<file path="src/rtl/wam_pkg.sv">
// -----------------------------------------------------------------------------
// wam_pkg
// Shared types and helpers for the Whac-A-Mole mole scheduler.
//   state_t  : scheduler FSM states (IDLE, LOAD, RUN)
//   hidx_w   : number of LFSR bits needed to address a hole
//   popcount : number of set bits in a hole vector (up to 16 holes)
// -----------------------------------------------------------------------------
package wam_pkg;

    typedef enum logic [1:0] {
        IDLE = 2'd0,
        LOAD = 2'd1,
        RUN  = 2'd2
    } state_t;

    // Hole index width; a single-hole build still needs one index bit.
    function automatic int hidx_w(input int n);
        return (n > 1) ? $clog2(n) : 1;
    endfunction

    function automatic int popcount(input logic [15:0] v);
        int c;
        c = 0;
        for (int i = 0; i < 16; i++) begin
            c += int'(v[i]);
        end
        return c;
    endfunction

endpackage

</file>
<file path="src/rtl/wam_lfsr.sv">
// -----------------------------------------------------------------------------
// wam_lfsr
// Galois LFSR used as the mole-position random source.
// Bit 0 takes the msb; every other bit k takes bit k-1, XORed with the msb
// when LFSR_TAPS[k] is set. Default parameters reproduce the team's 8-bit
// generator.
// Ports:
//   clk   in  1       clock
//   clr   in  1       asynchronous active-low reset (register -> 0)
//   load  in  1       load seed (has priority over en)
//   seed  in  LFSR_W  value loaded on load
//   en    in  1       advance one step
//   num   out LFSR_W  current LFSR state
// -----------------------------------------------------------------------------
module wam_lfsr #(
    parameter int                LFSR_W    = 8,
    parameter logic [LFSR_W-1:0] LFSR_TAPS = 8'h54
) (
    input  logic              clk,
    input  logic              clr,
    input  logic              load,
    input  logic [LFSR_W-1:0] seed,
    input  logic              en,
    output logic [LFSR_W-1:0] num
);

    logic [LFSR_W-1:0] nxt;

    always_comb begin
        nxt    = '0;
        nxt[0] = num[LFSR_W-1];
        for (int k = 1; k < LFSR_W; k++) begin
            nxt[k] = num[k-1] ^ (LFSR_TAPS[k] & num[LFSR_W-1]);
        end
    end

    always_ff @(posedge clk or negedge clr) begin
        if (!clr) begin
            num <= '0;
        end else if (load) begin
            num <= seed;
        end else if (en) begin
            num <= nxt;
        end
    end

endmodule

</file>
<file path="src/rtl/wam_mole_sched.sv">
// -----------------------------------------------------------------------------
// wam_mole_sched
// Mole scheduler for Whac-A-Mole: spawns moles in pseudo-random holes at a
// programmable tick interval, ages each raised mole and retires it on a hit or
// on timeout. All outputs are registered (one clk after the hit/tick).
// Optional feature macro: WAM_PAUSE_EN adds a 'pause' input that freezes tick
// effects and hits while in RUN (LFSR keeps running, moles hold).
// Ports:
//   clk        in   1        clock
//   clr        in   1        asynchronous active-low reset
//   tick       in   1        game-rate enable, one clk wide
//   start      in   1        load seed and enter RUN (via LOAD)
//   stop       in   1        drop all moles, enter IDLE (beats start)
//   seed       in   LFSR_W   LFSR seed, sampled on start (0 -> 1)
//   life_max   in   LIFE_W   mole lifetime in ticks (0 -> 1)
//   spawn_gap  in   GAP_W    ticks between spawn attempts (0 -> 1)
//   hit        in   N_HOLES  per-hole button pulses
//   pause      in   1        (WAM_PAUSE_EN only) freeze game in RUN
//   mole       out  N_HOLES  raised moles
//   hit_ok     out  1        a raised mole was whacked
//   hit_mask   out  N_HOLES  holes whacked (valid with hit_ok)
//   whiff      out  1        a hit landed on an empty hole
//   escape     out  1        at least one mole timed out
//   running    out  1        scheduler is in RUN
// -----------------------------------------------------------------------------
module wam_mole_sched
    import wam_pkg::*;
#(
    parameter int                N_HOLES   = 8,
    parameter int                LFSR_W    = 8,
    parameter logic [LFSR_W-1:0] LFSR_TAPS = 8'h54,
    parameter int                LIFE_W    = 4,
    parameter int                GAP_W     = 4,
    parameter int                MAX_UP    = 3
) (
    input  logic               clk,
    input  logic               clr,
    input  logic               tick,
    input  logic               start,
    input  logic               stop,
    input  logic [LFSR_W-1:0]  seed,
    input  logic [LIFE_W-1:0]  life_max,
    input  logic [GAP_W-1:0]   spawn_gap,
    input  logic [N_HOLES-1:0] hit,
`ifdef WAM_PAUSE_EN
    input  logic               pause,
`endif
    output logic [N_HOLES-1:0] mole,
    output logic               hit_ok,
    output logic [N_HOLES-1:0] hit_mask,
    output logic               whiff,
    output logic               escape,
    output logic               running
);

    localparam int HIDX_W = hidx_w(N_HOLES);

    state_t             state;
    logic [GAP_W-1:0]   gap;
    logic [LIFE_W-1:0]  life [N_HOLES];
    logic [LFSR_W-1:0]  lfsr_num;
    logic [LFSR_W-1:0]  seed_eff;
    logic [LIFE_W-1:0]  life_eff;
    logic [GAP_W-1:0]   gap_eff;
    logic               live;
    logic               tick_live;
    logic               gap_due;
    logic               room;
    logic               whiff_now;
    logic [HIDX_W-1:0]  spawn_idx;
    logic [N_HOLES-1:0] hit_now;
    logic [N_HOLES-1:0] expire;
    logic [N_HOLES-1:0] spawn_vec;
    logic               unused_lfsr_bits;

    // Zero seed would lock the LFSR; zero life/gap behave as one tick.
    assign seed_eff = (seed == '0) ? LFSR_W'(1) : seed;
    assign life_eff = (life_max == '0) ? LIFE_W'(1) : life_max;
    assign gap_eff  = (spawn_gap == '0) ? GAP_W'(1) : spawn_gap;

`ifdef WAM_PAUSE_EN
    assign live = (state == RUN) && !pause;
`else
    assign live = (state == RUN);
`endif

    // Only the low bits pick the hole; the rest feed the sequence only.
    assign unused_lfsr_bits = ^lfsr_num;

    wam_lfsr #(
        .LFSR_W    (LFSR_W),
        .LFSR_TAPS (LFSR_TAPS)
    ) u_lfsr (
        .clk  (clk),
        .clr  (clr),
        .load ((state == IDLE) && start && !stop),
        .seed (seed_eff),
        .en   (state == RUN),
        .num  (lfsr_num)
    );

    // Per-cycle game events, all judged against the pre-edge mole vector so a
    // hole whacked or expiring this cycle cannot be refilled in the same cycle.
    always_comb begin
        hit_now   = live ? (hit & mole) : '0;
        whiff_now = live && (|(hit & ~mole));
        tick_live = live && tick;
        gap_due   = (gap <= GAP_W'(1));
        room      = popcount(16'(mole)) < MAX_UP;
        spawn_idx = lfsr_num[HIDX_W-1:0];
        spawn_vec = '0;
        if (tick_live && gap_due && !mole[spawn_idx] && room) begin
            spawn_vec[spawn_idx] = 1'b1;
        end
        expire = '0;
        for (int i = 0; i < N_HOLES; i++) begin
            expire[i] = tick_live && mole[i] && !hit_now[i] && (life[i] == LIFE_W'(1));
        end
    end

    // Scheduler FSM with all game state and registered outputs.
    always_ff @(posedge clk or negedge clr) begin
        if (!clr) begin
            state    <= IDLE;
            gap      <= '0;
            mole     <= '0;
            hit_ok   <= 1'b0;
            hit_mask <= '0;
            whiff    <= 1'b0;
            escape   <= 1'b0;
            running  <= 1'b0;
            for (int i = 0; i < N_HOLES; i++) begin
                life[i] <= '0;
            end
        end else begin
            hit_ok   <= 1'b0;
            hit_mask <= '0;
            whiff    <= 1'b0;
            escape   <= 1'b0;
            case (state)
                IDLE: begin
                    if (start && !stop) begin
                        state <= LOAD;
                    end
                end
                LOAD: begin
                    gap     <= gap_eff;
                    state   <= RUN;
                    running <= 1'b1;
                end
                RUN: begin
                    if (stop) begin
                        state   <= IDLE;
                        running <= 1'b0;
                        mole    <= '0;
                        gap     <= '0;
                        for (int i = 0; i < N_HOLES; i++) begin
                            life[i] <= '0;
                        end
                    end else begin
                        hit_ok   <= |hit_now;
                        hit_mask <= hit_now;
                        whiff    <= whiff_now;
                        escape   <= |expire;
                        mole     <= (mole & ~hit_now & ~expire) | spawn_vec;
                        if (tick_live) begin
                            gap <= gap_due ? gap_eff : gap - GAP_W'(1);
                        end
                        for (int i = 0; i < N_HOLES; i++) begin
                            if (spawn_vec[i]) begin
                                life[i] <= life_eff;
                            end else if (hit_now[i] || expire[i]) begin
                                life[i] <= '0;
                            end else if (tick_live && mole[i]) begin
                                life[i] <= life[i] - LIFE_W'(1);
                            end
                        end
                    end
                end
                default: begin
                    state   <= IDLE;
                    running <= 1'b0;
                end
            endcase
        end
    end

endmodule
</file>
<file path="config.mk">
export PLATFORM = sky130hd
export DESIGN_NAME = wam_mole_sched
export DESIGN_NICKNAME = d
export VERILOG_FILES = /design/src/rtl/wam_pkg.sv /design/src/rtl/wam_lfsr.sv /design/src/rtl/wam_mole_sched.sv
export SDC_FILE = /design/constraint.sdc
export NUM_CORES = 1
export LEC_CHECK = 0
export BUFFER_PORTS_ARGS = -buffer_cell sky130_fd_sc_hd__buf_2
export CAP_MARGIN = 20
export CORE_MARGIN = 1.5
export CORE_UTILIZATION = 54
export DETAILED_ROUTE_END_ITERATION = 10
export PLACE_DENSITY = 0.77
export SYNTH_ARGS = -nofsm -noshare
export SYNTH_HDL_FRONTEND = slang
export SYNTH_HIERARCHICAL = 1
export SYNTH_SLANG_ARGS = --single-unit
</file>
<file path="constraint.sdc">
create_clock -name clk -period 3.9 [get_ports clk]
set_clock_uncertainty 0.05 [all_clocks]
set_input_delay 0 -clock clk [delete_from_list [all_inputs] [get_ports clk]]
set_output_delay 0 -clock clk [all_outputs]
set_load 0.02 [all_outputs]
</file>
# [Word level (Yosys, flattened, before mapping)]
# Cells that the tools add are included.
[word_totals] regBits=66 input_bits=29 out_inout_bits=20 wordCells=195
[classes] add_sub_neg=16 magnitude_cmp=4 n_eq_ne=13 muxes=54 bitwise_logic=12 reduce_logical=79
[ops] operator="2-to-1 mux 4 bit" n=29
[ops] operator="2-to-1 mux 8 bit" n=8
[ops] operator="subtractor 4 x 1 -> 4 bit (second input constant)" n=9
[ops] operator="logical AND 1 bit" n=33
[ops] operator="bitwise AND 8 bit" n=4
[ops] operator="== test 4 x 1 -> 1 bit (second input constant)" n=8
[ops] operator="2-to-1 mux 32 bit" n=1
[ops] operator="nonzero test 4 bit" n=8
[ops] operator="inverter 8 bit" n=3
[ops] operator="OR reduction 8 bit" n=3
[ops] operator="AND reduction 2 bit" n=11
[ops] operator="zero test 1 bit" n=10
[ops] operator="2-to-1 mux 1 bit" n=9
[ops] operator="adder 7 x 1 -> 8 bit" n=1
[ops] operator="zero test 4 bit" n=2
[ops] operator="zero test 8 bit" n=1
[ops] operator="logical OR 1 bit" n=8
[ops] operator="less-than comparator 8 x 2 -> 1 bit (second input constant)" n=1
[ops] operator="OR 8 bit" n=1
[ops] operator="one-hot mux 4 bit (2 select lines)" n=1
[ops] operator="adder 6 x 1 -> 7 bit" n=1
[ops] operator="adder 5 x 1 -> 6 bit" n=1
[ops] operator="one-hot mux 2 bit (3 select lines)" n=1
[ops] operator="adder 4 x 1 -> 5 bit" n=1
[ops] operator="19 further kinds" n=23

# [Longest topological paths before layout]
# Gate-level depths: netlist of the first run.
[logic_depth] ltp_word=12 depth_mapped=12 depth_no_buf=12

# [Modules after synthesis]
# Netlist of the first run, hierarchy kept.
[by_module_without_submodules] mod="wam_mole_sched" instances=1 cells_per_inst=451 area_per_inst_um2=4011.3
[by_module_without_submodules] mod="wam_lfsr" instances=1 cells_per_inst=39 area_per_inst_um2=407.9

# [Least setup slack after synthesis of the first run]
# Ideal clock, no wire load.
[synth_timing] kind="flip-flop to flip-flop" start="register mole[0]" end="register life[11] in the netlist's numbering" arrival_time_ns=3.983 t_required_ns=3.724 slack_ns=-0.259 path_stages_with_launch=12 n_path_buf=0 synth_period_minus_slack_ns=4.159 path_cell_list="dfrtp_1 fa_1 inv_1 fa_1 fa_1 inv_1 ha_1 fa_1 a221o_2 nor4b_4 a21oi_2 a221o_1"
[synth_via] elab_chain_len=12 word_cells_on_any_way=18 cone_classes="add/sub (7); order compare (1); mux (5); reduce/logical (5)"
[synth_lines] element="start, declared" line_no="wam_mole_sched.sv:48" rtl="output logic [N_HOLES-1:0] mole,"
[synth_lines] element="start signal, assigned" line_no="wam_mole_sched.sv:165" rtl="mole <= (mole & ~hit_now & ~expire) | spawn_vec;"
[synth_lines] element="adder 1 x 1 -> 2 bit" line_no="wam_pkg.sv:25" rtl="c += int'(v[i]);"
[synth_lines] element="adder 2 x 1 -> 3 bit" line_no="wam_pkg.sv:25"
[synth_lines] element="adder 3 x 1 -> 4 bit" line_no="wam_pkg.sv:25"
[synth_lines] element="adder 4 x 1 -> 5 bit" line_no="wam_pkg.sv:25"
[synth_lines] element="adder 5 x 1 -> 6 bit" line_no="wam_pkg.sv:25"
[synth_lines] element="adder 6 x 1 -> 7 bit" line_no="wam_pkg.sv:25"
[synth_lines] element="adder 7 x 1 -> 8 bit" line_no="wam_pkg.sv:25"
[synth_lines] element="less-than comparator 8 x 2 -> 1 bit" line_no="wam_mole_sched.sv:109" rtl="room = popcount(16'(mole)) < MAX_UP;"
[synth_lines] element="logical AND 1 bit (*)" line_no="wam_mole_sched.sv:112" rtl="if (tick_live && gap_due && !mole[spawn_idx] && room) begin"
[synth_lines] element="2-to-1 mux 8 bit (*)" line_no="wam_mole_sched.sv:112"
[synth_lines] element="nonzero test 4 bit (no source line) / 2-to-1 mux 4 bit (equally long branches)"
[synth_lines] element="AND reduction 2 bit (no source line) / 2-to-1 mux 32 bit (equally long branches)"
[synth_lines] element="end signal, assigned by index" line_no="wam_mole_sched.sv:171" rtl="life[i] <= life_eff;"
[synth_lines] element="end signal, assigned by index" line_no="wam_mole_sched.sv:175" rtl="life[i] <= life[i] - LIFE_W'(1);"
[synth_lines] element="end, declared" line_no="wam_mole_sched.sv:60" rtl="logic [LIFE_W-1:0] life [N_HOLES];"
# Mark *: on every way between the ends. The rest lies on a longest branch, timed or not. The select of a mux whose other input is x is not followed.
# A chain may end at the register's enable or synchronous reset.

# [Worst setup path after layout of the first run]
[layout_timing] start="register mole[1]" end="register life[0] in the netlist's numbering"
# Same word-level chain as after synthesis.

==> results.txt, run 1 <==
Setup violations remaining at the end of the flow were counted as 32. The number of clock sinks came out at 66. Among all flip-flop cells after synthesis, the most frequent one is dfrtp_1. Before CTS, the worst setup slack after placement is -158.6 ps. The headroom to the max-slew limit came out at 0.4943. The sum of negative setup slack is -3842 ps. The count of placed standard cells including taps came out at 639.

The post-synthesis average cell area came out at 9.019 sq um. Synthesis produced a netlist whose cell count is 490. The final non-filler cell total came out at 685. In the final routed layout, each cell accounts on average for 19.06 um. TritonCTS built the clock tree. The number of nets handed over by synthesis was between 500 and 600. The half-perimeter wire length of the detailed placement result came out at 8.825 mm. The worst hold path belongs to the class primary input to register. The synthesized design contains 66 register bits. Setup repair after global routing could not meet its margin everywhere.

The final hold violation count came out at 0. In this run the critical register-to-register path is launched from mole[1]$_DFFE_PN0P_. The layout overhead on the synthesized area came out at 25.42%. The analysis attributes to cell leakage a power of ~2.4 nW.

By area the synthesized netlist is led by dfrtp_1, ha_1, a221o_1. The classification of the worst setup path is register to register. Summing over every cut layer, the via total after detailed routing is 4420. For this run the aggregate overflow at the end of global routing stands at 0. The die covers 8736 sq um. At the pin with the least slew margin, the transition time is roughly 760 ps. The initial utilization of the core area, before any placement, comes to 0.5660.

The flip-flop and latch area came out at around 1700 sq um. The fraction of layout cells with a size suffix above 1 is 0.2401. Input and output buffers added on the ports amount to 48. The count of cells along the worst register-to-register path came out at 14. After floorplanning, the core was sized to cover 7807 sq um. The register area share after synthesis is 0.3737.

The DRC violation total after the first TritonRoute iteration is just over 500. The worst-case setup margin in the final layout is -194.8 ps. The max-capacitance violation count came out at 0. Leaving out fill and tap cells, the most frequent cells in the layout are dfrtp_1, buf_2, nor2_1, nand2_1, inv_1. Using the TritonRoute via totals, the vias-per-cell ratio works out to 6.453. The register clock-pin slew on the reported worst setup and hold paths is ~80 ps. The maximum clock frequency is 244.2 MHz.

The congestion estimate from routability-driven global placement came to about 0.95. The Yosys step of the flow raised 6 warnings. The most common cell after layout, fill and taps aside is dfrtp_1.

The share of the core filled with cells is 0.7099. The number of nets still failing antenna checks after routing came out at 0. The final reports fail on setup timing. The time the final worst path needs with I/O delays and setup came out at between 4000 and 5000 ps. The netlist area before placement is around 4400 sq um. The number of clock buffers added by TritonCTS is 9. The deepest level of the CTS H-tree came out at 3.

Clock latency on the worst-skew pair, taken at its later pin, is 360 ps. The cell depth of the worst min-delay path came out at 4. STA classifies the critical path startpoint as a register. The count of unresolved DRC violations after routing is 0. The total wire length after detailed routing is 13.06 mm. The largest net degree at the start of global routing is 36. The cell type with the largest total area after synthesis is dfrtp_1. The placement row count is 32.

The worst supply voltage drop on vdd is 0.3693 mV. The number of enable flip-flop cells after synthesis is 0. The kind of capture point of the worst setup path is a register.

The worst hold path terminates at gap[3]$_DFFE_PN0P_. Counting the fill cells in the layout gives 614. The total global routing track utilization came out at 0.3126. The floorplan step set the die width to 93.47 um. The area taken by multi-input logic gates is about 2700 sq um.

The run finished, with violations left. The final net count is 635. The first global-routing pass estimated 21.22 mm of wire. The die boundary height is 93.47 um. The endpoint identified for the worst register-to-register timing path is life[0]$_DFFE_PN0P_.

The pre-antenna-repair detailed-routing pass consisted of 5 iterations. The number of diodes added for antenna fixing came out at 0. The distinct cell type count after synthesis came out at 68.

The worst-path maximum fanout is 4. The via count of the first global-routing pass is 4464. The startpoint of the worst hold path is spawn_gap[3]. STA puts the critical path data required time at 4140 ps. The number of antenna violations at the first check in global routing is 0. The number of placed I/O pins is just under 50. The worst setup slack for register-to-register paths is -190 ps. The proportion of register bits with asynchronous set or reset after synthesis is 1.000. CTS placed an instance of clkbuf_8 at the clock tree root.

The power density over the cells came out at ~440 nW/um^2. The maximum buffer depth of the clock tree came out at 2. The number of max-slew violations in the final report is 0. The top-area cell type share of the netlist area is 0.3737. Dividing the final minimum period by the clock period gives 1.050. The data arrival time of the critical path came out at 4330 ps.
-- cell usage after synthesis, drive strengths merged (3+ instances only) --
master / number
xnor2: 10
fa: 4
a22oi: 8
clkbuf: 16
mux2i: 6
dfrtp: 66
o22ai: 4
buf: 7
or3: 9
a221o: 23
nor4: 9
nor3: 20
ha: 24
or4: 5
nor2b: 4
nor2: 46
nand3: 6
nand4: 6
o31ai: 7
a41oi: 4
mux2: 3
a211o: 3
o31a: 4
o211ai: 5
nand2b: 15
a21oi: 15
o21ai: 27
or3b: 7
inv: 37
nor3b: 3
and2: 8
nand2: 46
-- power breakdown --
group	internal [W]	leakage [nW]	switching, W
clock network	0.000291	0.0958	0.000279
registers	0.000788	0.885	0.000123
logic	0.000379	1.46	0.000561
total	0.00146	2.44	0.000963
-- metal layers --
metal / up-vias / GRT usage / part of all wire
met4: 0 / 0.1136 / 0.030
met5: - / 0 / 0
met2: 234 / 0.5380 / 0.50
li1: 1970 / - / -
met3: 41 / 0.07886 / 0.080
met1: 2175 / 0.3752 / 0.39
-- flip-flops by register name, summed over array words and instances, names as in the netlist --
signal,cells
mole,8
whiff,1
escape,1
u_lfsr/num,8
life,32
state,2
hit_mask,8
gap,4
running,1
hit_ok,1
-- metrics by stage --
stage          hold slack (ps)  total power, W  area, sq um
3_3_place_gp             38.86        0.001695         4868
4_1_cts                  34.59        0.002360         5435
5_1_grt                  77.30        0.002550         5543
3_5_place_dp             50.98        0.001730         4868
2_1_floorplan           -345.6        0.001499         4436
6_report                 24.98        0.002420         5543
-- cell type report --
cell class / instances / area share
clock buffer: 10 / 0.02302
clock inverter: 6 / 0.01038
inverter: 37 / 0.02506
multi-input combinational: 364 / 0.4901
sequential: 66 / 0.2986
tap: 102 / 0.02302
timing repair buffer: 100 / 0.1298
-- worst max-delay path: stages, from the launching register on --
cell,delay (ps)
dfrtp_2,420
fa_1,580
inv_2,50
fa_1,490
fa_1,410
inv_1,70
ha_2,180
fa_2,450
buf_6,140
a221oi_4,270
buf_6,160
nand4_1,240
nor3_2,230
buf_4,150
a221o_1,140
-- logic make-up after synthesis --
logic type,Yosys count,synth area share
XOR/XNOR,10,0.01982
AND/OR/NAND/NOR,196,0.2407
multiplexers,9,0.02123
buffers and inverters,60,0.05407
adder cells (fa/ha/maj),28,0.08607
AO/OA/AOI/OAI,121,0.2044
flip-flops,66,0.3737
-- repair_timing --
item	in CTS	in global routing
resized for setup	21	17
endpoints found under the setup margin	32	40
setup buffers	5	3
hold buffers	23	0
pin swaps	17	17
endpoints found under the hold margin	58	0
-- worst max-delay path by stage --
stage	startpoint	to	slack (ps)
global route	mole[1]$_DFFE_PN0P_	life[16]$_DFFE_PN0P_	-310
CTS	mole[3]$_DFFE_PN0P_	life[30]$_DFFE_PN0P_	-180
finish	mole[1]$_DFFE_PN0P_	life[0]$_DFFE_PN0P_	-190
global placement	mole[1]$_DFFE_PN0P_	life[30]$_DFFE_PN0P_	-100
detailed placement	mole[1]$_DFFE_PN0P_	life[30]$_DFFE_PN0P_	-160
floorplan	mole[1]$_DFFE_PN0P_	life[3]$_DFFE_PN0P_	-100
(Power assumes the default switching activity.)
==> run 2, diff against run 1 <==
==> constraint.sdc (replaced) <==
create_clock -name clk -period 3.9 [get_ports clk]
set_clock_uncertainty 0.05 [all_clocks]
set_input_delay 0 -clock clk [delete_from_list [all_inputs] [get_ports clk]]
set_output_delay 0 -clock clk [all_outputs]
set_load 0.005 [all_outputs]
==> results.txt, run 2 (synthesized netlist as in run 1, its figures left out) <==
Run status: complete, but fails checks (unchanged). Violations in the final reports: setup timing (unchanged). The starting utilization of the core area is 0.5660 (unchanged).

The hold slack came to 41.04 ps (was 24.98 ps). The required time of the critical path came to 4100 ps (was 4140 ps). The classification of the worst setup path is register to register (unchanged).

The count of unresolved DRC violations after routing came out at 0 (unchanged). The final net count came out at 630 (was 635). The pin slew with the least headroom to its limit came out at 849.8 ps (was 755.8 ps).

The total wire length after detailed routing is 12.65 mm (was 13.06 mm). The cell with the largest stage delay on the worst path is fa_1 (unchanged). The final non-filler cell total is 680 (was 685). The DRC violation total after the first TritonRoute iteration came to 459 (was 518). The number of nets still failing antenna checks after routing was 0 (unchanged). The number of diodes added for antenna fixing came out at 0 (unchanged). The static leakage is 2.419 nW (was 2.442 nW).

The half-perimeter wire length of the detailed placement result came to 8.571 mm (was 8.825 mm). The fraction of layout cells with a size suffix above 1 was 0.2163 (was 0.2401). The post-route standard cell area excluding fillers came to 5409 sq um (was 5543 sq um). The max-capacitance violation count was 0 (unchanged). The deepest level of the CTS H-tree came out at 3 (unchanged). The total global routing track utilization came out at 0.3022 (was 0.3126). The final number of setup-violating endpoints came out at 32 (unchanged). The worst-case setup margin in the final layout came to -142.9 ps (was -194.8 ps). The headroom to the max-slew limit is 0.4283 (was 0.4943). The number of flip-flops under the largest register name came to 32 (unchanged). The most common cell after layout, fill and taps aside is dfrtp_1 (unchanged). The data arrival time of the critical path came out at 4240 ps (was 4330 ps). The portion of total power attributed to sequential cells came out at 0.384 (was 0.376). The number of buffers added on ports came to 48 (unchanged).

The combinational power share came out at 0.371 (was 0.388). The largest net degree at the start of global routing came to 41 (was 36). The power density over the cells came out at 438.6 nW/um^2 (was 436.7 nW/um^2). The share of the cycle needed by the critical path after routing is 1.037 (was 1.050). The number of clock sinks is 66 (unchanged).

The register with the most flip-flops is life (unchanged). The count of placed standard cells including taps came out at 637 (was 639). The final weighted congestion in routability-driven placement came out at 0.9235 (was 0.9484). The worst-path maximum fanout is 7 (was 4).

The part of the total power dissipated in the clock network was 0.245 (was 0.235). Cell chain of the critical path: fa_1 -> inv_1 -> fa_1 -> fa_1 -> inv_2 -> ha_4 -> fa_2 -> a221o_2 -> nor4b_4 -> a21oi_2 -> a221o_1 (was fa_1 -> inv_2 -> fa_1 -> fa_1 -> inv_1 -> ha_2 -> fa_2 -> buf_6 -> a221oi_4 -> buf_6 -> nand4_1 -> nor3_2 -> buf_4 -> a221o_1). The maximum clock frequency came out at 247.3 MHz (was 244.2 MHz). The sum of negative setup slack came to -2179 ps (was -3842 ps).

The area of the core is 7807 sq um (unchanged). The time the final worst path needs with I/O delays and setup is 4043 ps (was 4095 ps). The number of buffers added by the clock tree synthesis step came out at 9 (unchanged).

The width of the die was 93.47 um (unchanged). The placement row count came out at 32 (unchanged). The wire length on met3 is 1.128 mm (was 1.050 mm).

The worst stage delay on the critical path came to 550 ps (was 580 ps). The number of max-slew violations in the final report is 0 (unchanged). The maximum buffer depth of the clock tree is 2 (unchanged). The number of antenna violations at the first check in global routing came out at 0 (unchanged). The highest routed metal layer is met4 (unchanged).

The post-detailed-placement cell area is 4851 sq um (was 4868 sq um). The die boundary height is 93.47 um (unchanged). The cell-internal power came out at 0.001457 W (was 0.001458 W). The buffers plus inverters on the worst setup path is 2 (was 5). The total global routing overflow came out at 0 (unchanged). The critical path's most frequent cell was fa_1 (unchanged). The met2 layer wire length in the routed design came out at 6.107 mm (was 6.478 mm). The final hold violation count came out at 0 (unchanged).

The TritonCTS clock tree is built (unchanged). Leading cell types in the layout, fill and taps excluded: dfrtp_1, buf_2, nor2_1, nand2_1, inv_1 (unchanged). The die outline area came out at 8736 sq um (unchanged). The switching part of the total power is 0.3858 (was 0.3977).

The worst min-delay path category is primary input to register (unchanged). The net switching power is 0.0009152 W (was 0.0009625 W). The worst supply voltage drop on vdd came out at 0.3600 mV (was 0.3693 mV). The detailed-routing wirelength on met1 came to 5.051 mm (was 5.132 mm). The average wire length per cell after detail routing came out at 18.60 um (was 19.06 um). The global-route wire length before repair is 20.52 mm (was 21.22 mm). The detail-routed via count per cell is 6.390 (was 6.453). The register clock-pin slew on the reported worst setup and hold paths came out at 80 ps (about the same). The detailed-routing iteration count for the pre-antenna-repair pass is 5 (unchanged).

RSZ-0062 raised after global routing: true (unchanged). The element type at the critical path start is a register (unchanged). The number of placed I/O pins came out at 49 (unchanged).

The via count is 4345 (was 4420). The kind of cell with the highest combined delay on the critical path was adder cells (unchanged). The via count of the first global-routing pass came out at 4326 (was 4464).

The cell at the root of the clock tree is clkbuf_8 (unchanged). The layout overhead on the synthesized area was 22.40% (was 25.42%). The worst-skew pair later-pin latency came out at 360 ps (about the same). The kind of capture point of the worst setup path was a register (unchanged).
-- run 2: repair_timing --
item,CTS,global route
pin swaps,9,9
endpoints found under the setup margin,32,36
gates resized for setup,9,17
setup buffers,2,0
hold endpoints to repair,53,0
hold buffers,25,0
-- run 2: per-stage QoR --
step / setup slack (ps) / power, W / util
detailed placement: -162.5 / 0.001711 / 0.6213
floorplan: -64.94 / 0.001486 / -
CTS: -154.1 / 0.002317 / 0.6833
finish: -142.9 / 0.002372 / 0.6928
global placement: -81.75 / 0.001679 / 0.6213
global route: -212.8 / 0.002503 / 0.6928
-- run 2: worst reg2reg max path, cell delays in order (launching register included) --
cell	delay (ps)
dfrtp_2	420
fa_1	550
inv_1	50
fa_1	470
fa_1	520
inv_2	50
ha_4	160
fa_2	470
a221o_2	470
nor4b_4	310
a21oi_2	90
a221o_1	320
-- run 2: routing by layer --
layer,up-vias,global-route usage
li1,1956,-
met1,2100,0.3792
met2,251,0.5030
met3,38,0.06911
met4,0,0.1174
met5,-,0
-- run 2: power by group through the flow --
stage | logic (W) | clock network (W) | registers [W]
floorplan | 0.000606 | 0 | 0.000880
global placement | 0.000768 | 0 | 0.000911
detailed placement | 0.000796 | 0 | 0.000916
CTS | 0.000834 | 0.000579 | 0.000904
global route | 0.000963 | 0.000613 | 0.000927
finish | 0.000879 | 0.000581 | 0.000912
-- run 2: final timing paths --
check | end | cells past startpoint | slack [ps] | start
setup reg to reg | life[11]$_DFFE_PN0P_ | 11 | -140 | mole[0]$_DFFE_PN0P_
setup / recovery | life[11]$_DFFE_PN0P_ | 11 | -140 | mole[0]$_DFFE_PN0P_
max in group asynchronous | mole[0]$_DFFE_PN0P_ | 3 | 2660 | clr
min in group asynchronous | life[5]$_DFFE_PN0P_ | 2 | 140 | clr
hold reg to reg | life[21]$_DFFE_PN0P_ | 1 | 470 | life[21]$_DFFE_PN0P_
hold / removal | gap[3]$_DFFE_PN0P_ | 4 | 40 | spawn_gap[3]
-- run 2: final cells by class --
| cell class | count | area (sq um) |
|---|---|---|
| flip-flops and latches | 66 | 1653 |
| well taps | 102 | 127.6 |
| clock buffers | 13 | 148.9 |
| multi-input cells | 364 | 2641 |
| clock inverters | 3 | 40.04 |
| inverters | 37 | 138.9 |
| repair buffers | 95 | 659.4 |
| fillers | 622 | 2399 |
